--- src/rtl/loom_clk_ctrl.sv ---
// Run/stop/step controller driving the clock-enable of the emulation clock gate.
// Runs on the free-running clock; halts on breakpoint trigger and counts enabled cycles.
module loom_clk_ctrl #(
  parameter int unsigned CntWidth   = 32,
  parameter int unsigned CycleWidth = 64,
  parameter bit          RunAtReset = 1'b1
) (
  input  logic                  clk_i,
  input  logic                  rst_ni,
  input  logic                  cmd_valid_i,
  output logic                  cmd_ready_o,
  input  logic [1:0]            cmd_op_i,
  input  logic [CntWidth-1:0]   cmd_count_i,
  input  logic                  trig_en_i,
  input  logic                  trig_i,
  output logic                  ce_o,
  output logic                  running_o,
  output logic                  stepping_o,
  output logic                  step_done_o,
  output logic                  trig_hit_o,
  output logic [CycleWidth-1:0] cycle_cnt_o
);

  typedef enum logic [1:0] {StStopped, StRunning, StStepping} state_e;

  localparam logic [1:0] OpStop = 2'd0;
  localparam logic [1:0] OpRun  = 2'd1;
  localparam logic [1:0] OpStep = 2'd2;

  localparam logic [CntWidth-1:0]   CntZero  = '0;
  localparam logic [CntWidth-1:0]   CntOne   = {{(CntWidth-1){1'b0}}, 1'b1};
  localparam logic [CycleWidth-1:0] CycZero  = '0;
  localparam state_e                StReset  = RunAtReset ? StRunning : StStopped;

  state_e                state_q;
  logic                  ce_q;
  logic                  step_done_q;
  logic                  trig_hit_q;
  logic [CntWidth-1:0]   remaining_q;
  logic [CycleWidth-1:0] cycle_cnt_q;

  logic fire;
  logic accept;

  assign fire        = trig_en_i && trig_i && (state_q != StStopped);
  assign cmd_ready_o = (state_q != StStepping) && !fire;
  assign accept      = cmd_valid_i && cmd_ready_o;

  always_ff @(posedge clk_i) begin
    if (!rst_ni) begin
      state_q     <= StReset;
      ce_q        <= RunAtReset;
      step_done_q <= 1'b0;
      trig_hit_q  <= 1'b0;
      remaining_q <= CntZero;
      cycle_cnt_q <= CycZero;
    end else begin
      step_done_q <= 1'b0;
      // Counts DUT edges actually delivered; wraps silently.
      cycle_cnt_q <= cycle_cnt_q + {{(CycleWidth-1){1'b0}}, ce_q};
      if (fire) begin
        state_q     <= StStopped;
        ce_q        <= 1'b0;
        trig_hit_q  <= 1'b1;
        remaining_q <= CntZero;
      end else if (accept) begin
        unique case (cmd_op_i)
          OpStop: begin
            state_q <= StStopped;
            ce_q    <= 1'b0;
          end
          OpRun: begin
            state_q    <= StRunning;
            ce_q       <= 1'b1;
            trig_hit_q <= 1'b0;
          end
          OpStep: begin
            trig_hit_q <= 1'b0;
            if (cmd_count_i != CntZero) begin
              state_q     <= StStepping;
              ce_q        <= 1'b1;
              remaining_q <= cmd_count_i;
            end else begin
              state_q     <= StStopped;
              ce_q        <= 1'b0;
              step_done_q <= 1'b1;
            end
          end
          default: ;
        endcase
      end else if (state_q == StStepping) begin
        if (remaining_q == CntOne) begin
          state_q     <= StStopped;
          ce_q        <= 1'b0;
          step_done_q <= 1'b1;
          remaining_q <= CntZero;
        end else begin
          remaining_q <= remaining_q - CntOne;
        end
      end
    end
  end

  assign ce_o        = ce_q;
  assign running_o   = (state_q != StStopped);
  assign stepping_o  = (state_q == StStepping);
  assign step_done_o = step_done_q;
  assign trig_hit_o  = trig_hit_q;
  assign cycle_cnt_o = cycle_cnt_q;

endmodule

--- config.mk ---
export PLATFORM = sky130hd
export DESIGN_NAME = loom_clk_ctrl
export DESIGN_NICKNAME = d
export VERILOG_FILES = /design/src/rtl/loom_clk_ctrl.sv
export SDC_FILE = /design/constraint.sdc
export NUM_CORES = 1
export LEC_CHECK = 0
export ABC_AREA = 0
export BUFFER_PORTS_ARGS = -buffer_cell sky130_fd_sc_hd__buf_2
export CORE_AREA = 2 2 85 119
export CTS_CLUSTER_SIZE = 8
export DETAILED_ROUTE_END_ITERATION = 10
export DIE_AREA = 0 0 87 121
export GPL_TIMING_DRIVEN = 0
export MAX_ROUTING_LAYER = met4
export PLACE_DENSITY = 0.89
export SYNTH_ARGS = -nofsm -noshare
export SYNTH_HDL_FRONTEND = slang
export SYNTH_SLANG_ARGS = --single-unit
--- constraint.sdc ---
create_clock -name clk_i -period 4.65 [get_ports clk_i]
set_input_delay 0.93 -clock clk_i [delete_from_list [all_inputs] [get_ports clk_i]]
set_output_delay 0.93 -clock clk_i [all_outputs]
set_load 0.03 [all_outputs]
# Word level (Yosys, flattened, before mapping)

Cells that the tools add are included.

$add $sub $neg: 2
Eq/ne operators: 9
Mux-type cells: 25
Reduce and logical (&&, ||, !) cells: 20
Bitwise operators: 1

Operator list:

| operator                                            | number |
|---|---|
| two-way mux 32 bit                                  | 5 |
| adder 64 x 1 -> 64 bit                              | 1 |
| == test 32 x 1 -> 1 bit (second input constant)     | 1 |
| nonzero test 32 bit                                 | 1 |
| subtractor 32 x 1 -> 32 bit (second input constant) | 1 |
| two-way mux 1 bit                                   | 14 |
| nonzero test 2 bit                                  | 5 |
| AND reduction 3 bit                                 | 3 |
| two-way mux 2 bit                                   | 4 |
| case mux 2 bit (3 select lines)                     | 1 |
| nonzero test 3 bit                                  | 2 |
| != test 5 x 2 -> 1 bit (second input constant)      | 1 |
| == test 2 bit (second input constant)               | 2 |
| logical AND 1 bit                                   | 4 |
| != test 2 x 1 -> 1 bit (second input constant)      | 2 |
| != test 4 x 1 -> 1 bit (second input constant)      | 1 |
| OR reduction 2 bit                                  | 2 |
| case mux 1 bit (3 select lines)                     | 1 |
| == test 2 x 1 -> 1 bit (second input constant)      | 1 |
| logical NOT 2 bit                                   | 1 |
| != test 2 bit (second input constant)               | 1 |
| AND reduction 2 bit                                 | 1 |
| logical NOT 1 bit                                   | 1 |
| NOT 1 bit                                           | 1 |

Flip-flop bits (word level): 101
Output and inout port bits: 70
Word-level logic and storage cells: 64
Bits of input ports: 39

# Longest topological paths before layout

Word-level depth: 7
Gate-level depth with buffers: 9
Mapped depth without buffers: 8

# Worst setup path after synthesis

Ideal clock, no wire load.

Path type: in2reg
Start point: in cmd_count_i[3]
End point: reg remaining_q[27]
Slack: 2178 ps
Buffers on the path: 1
Library setup time: 134 ps
Data arrival time: 2338 ps
Cell stages on the path: 7
Data required time: 4516 ps
Cell sequence: nor4_1 -> nand2_1 -> o41ai_2 -> o21ai_1 -> clkbuf_1 -> a21oi_1 -> a211oi_2

Cells in the longest elaborated chain, start to end: 3

RTL lines:

| what                                    | line | RTL |
|---|---|---|
| start: declaration                      | 13   | `input logic [CntWidth-1:0] cmd_count_i,` |
| nonzero test 32 bit                     | 79   | `if (cmd_count_i != CntZero) begin` |
| != test 2 x 1 -> 1 bit (no source line) | --   |  |
| AND reduction 3 bit (no source line)    | --   |  |
| end signal: assignment                  | 82   | `remaining_q <= cmd_count_i;` |
| end signal: assignment                  | 96   | `remaining_q <= CntZero;` |
| end signal: assignment                  | 98   | `remaining_q <= remaining_q - CntOne;` |
| end: declaration                        | 39   | `logic [CntWidth-1:0] remaining_q;` |

Every way passes these cells.
A chain may end at the register's enable or synchronous reset.

# Worst setup path after layout

Start point: in cmd_count_i[6]
End point: reg remaining_q[28]

The elaborated chain is that of the path after synthesis.

==> flow_summary.json <==
{
  "outcome": "finished, final reports clean",
  "vias": 5865,
  "fin_skew_ps": 6.10,
  "die_w_um": 87,
  "synth_nets": 742,
  "fp.dieH_um": 121,
  "cp_slowest_stage_delay_ps": 510,
  "yosys.area.top_type_share": 0.363,
  "async_reset_ff_frac": 0,
  "holdWs_ps": 475,
  "cts_tree": "done",
  "cts.htree.levels": 3,
  "crit_chain": "buf_2 -> nor4_1 -> nand2_1 -> o41ai_2 -> o21ai_1 -> clkbuf_1 -> nand2_1 -> o22ai_1",
  "overflow": 0,
  "ys_types": 63,
  "rows": 42,
  "core_area_um2": 9410,
  "area_growth_pct": 17.2,
  "synthTopCellsByArea": "dfxtp_1 36%, xor2_1 5.7%, nand2_1 5.5%, nor2_1 5.3%, nand3_1 3.7%",
  "min_period_ps": 2830,
  "max_freq_mhz": 353,
  "synth_top_area_cell": "dfxtp_1",
  "period_share": 0.609,
  "grt_pass1_vias": 5598,
  "grt_max_degree": 17,
  "cp_common_cell": "nand2_1",
  "p_leak_nw": 2.70,
  "final_common_cell": "buf_2",
  "p_int_mw": 1.42,
  "viasPerCell": 6.31,
  "fill_cells": 784,
  "startpoint_type": "input port",
  "cp_max_fo": 10,
  "dp_hpwl_um": 12600,
  "maxSlewViolCount": 0,
  "ctsLongestPathBuffers": 2,
  "p_clk_frac": 0.347,
  "routed_wl_um": 17000,
  "drc": 0,
  "ant_nets": 0,
  "path_clk_slew_ps": 70,
  "drtIter0Drc": 433,
  "ios": 109,
  "worstMarginPinSlew_ps": 765,
  "gp_congestion": 1.00,
  "p_seq_frac": 0.437,
  "critical-path-slowest-cell": "o41ai_2",
  "fin_nets": 861,
  "antenna_found_initial": 0,
  "crit_buf_inv": 2,
  "synth_area_um2": 5560,
  "cts-resized-gates": 0,
  "cp_top_family": "compound AO/OA/AOI/OAI gates",
  "synthCells": 696,
  "numPortBuffers": 108,
  "arrival_ps": 3060,
  "finalHoldViolCount": 0,
  "wl_per_cell_um": 18.3,
  "netSwitchingPower_uw": 656,
  "grt_pass1_wl_um": 26900,
  "cts-hold-fix-buffers": 0,
  "max_slew_margin": 0.488,
  "area.sequential_um2": 2020,
  "swShare": 0.315,
  "cp-end-kind": "flop",
  "power_frac_comb": 0.216,
  "syn_area_per_cell_um2": 7.99,
  "postCtsSetupRepairBufs": 0,
  "powerDensity_nw_per_um2": 319,
  "ys_ff_latch": 101,
  "setup_viol": 0,
  "cts_root_buf": "clkbuf_16",
  "peakVddDrop_mv": 0.235,
  "dr.pass1.iters": 5,
  "antenna_cells": 0,
  "layout_common_cells": "113 x buf_2, 101 x dfxtp_1, 81 x nand2_1",
  "synth-edff-count": 0,
  "clock_latency_ps": 340,
  "numCtsBuffers": 9,
  "worst-setup-path-type": "input port to flop",
  "critPathRequiredTime_ps": 4880,
  "timing.setup.tns_ps": 0,
  "min_path_type": "flop to flop",
  "grtUsageTotal": 0.328,
  "ys.flop_type": "dfxtp_1",
  "start_util": 0.591,
  "cts_sinks": 101,
  "drive_gt1_frac": 0.191,
  "max_cap_violations": 0,
  "rsz0062_at_grt": "false",
  "multiInputGateArea_um2": 3320,
  "yosysWarnings": 0,
  "die-area_um2": 10500,
  "synth-seq-area-share": 0.363
}
final timing paths:
path | start | endpoint | slack (ps) | cells past startpoint
worst max-delay path | cmd_count_i[6] | remaining_q[28]$_SDFFE_PP0P_ | 1820 | 8
worst min-delay path | remaining_q[11]$_SDFFE_PP0P_ | remaining_q[11]$_SDFFE_PP0P_ | 480 | 2
worst max register to register | remaining_q[8]$_SDFFE_PP0P_ | remaining_q[23]$_SDFFE_PP0P_ | 2090 | 7
worst min register to register | remaining_q[11]$_SDFFE_PP0P_ | remaining_q[11]$_SDFFE_PP0P_ | 480 | 2
registers in the layout, indices dropped and copies added, names as in the netlist:
register,count
remaining_q,32
trig_hit_o,1
state_q,2
ce_o,1
cycle_cnt_o,64
step_done_o,1
worst min-delay path, stage by stage (launching register included):
cell and delay [ps]:
dfxtp_1 330, nand2_1 60, o21ai_1 50
area by class of cell:
class	count	share of cell area
repair buffers	108	0.0829
clock inverters	4	0.00461
clock buffers	12	0.0378
inverters	15	0.00864
well taps	110	0.0211
flip-flops and latches	101	0.310
plain buffers	36	0.0251
multi-input cells	544	0.510
metal layers:
| layer | share of wire | track usage | wire (um) | vias to the layer above |
|---|---|---|---|---|
| li1 | - | - | - | 2757 |
| met1 | 0.37 | 0.362 | 6320 | 2734 |
| met2 | 0.51 | 0.570 | 8660 | 316 |
| met3 | 0.073 | 0.0442 | 1250 | 58 |
| met4 | 0.045 | 0.165 | 765 | 0 |
| met5 | 0 | - | 0 | - |
power by group through the flow:
stage | registers, mW | logic [mW] | clock network (mW)
floorplan | 0.935 | 0.307 | 0
global placement | 0.928 | 0.425 | 0
detailed placement | 0.929 | 0.434 | 0
CTS | 0.909 | 0.437 | 0.723
global route | 0.913 | 0.489 | 0.755
finish | 0.910 | 0.448 | 0.722
per-stage QoR:
stage	instances	cell area (um2)	worst slack [ps]	power, mW	util
floorplan	696	5560	2180	1.24	-
global route	930	6520	1710	2.16	0.693
CTS	930	6520	1850	2.07	0.693
detailed placement	914	6240	1500	1.36	0.663
global placement	914	6240	1540	1.35	0.663
finish	930	6520	1820	2.08	0.693
Yosys cell counts (all sizes together), types with 2 or more instances:
master,instances
a211o,3
a211oi,4
and2,6
nor3,24
o31a,3
o41ai,3
a21boi,7
dfxtp,101
and3,14
nand2b,3
o31ai,10
a22oi,3
buf,12
and4,16
o32ai,8
a21o,3
o21a,11
a31o,2
nand4,25
nand3,42
inv,15
clkbuf,24
nor2,79
or4,7
o21bai,2
xnor2,16
ha,7
a21oi,41
o22ai,8
nor4,25
o21ai,32
xor2,36
or3,9
nand2,82
or2,6
logic make-up after synthesis:
kind of cell | count (synthesis) | synth area share
simple gates | 342 | 0.328
xor+xnor | 52 | 0.0819
flops | 101 | 0.363
compound gates | 143 | 0.171
fa+ha+maj | 7 | 0.0157
buf+inv | 51 | 0.0396
Power figures use the tool's default switching activity.
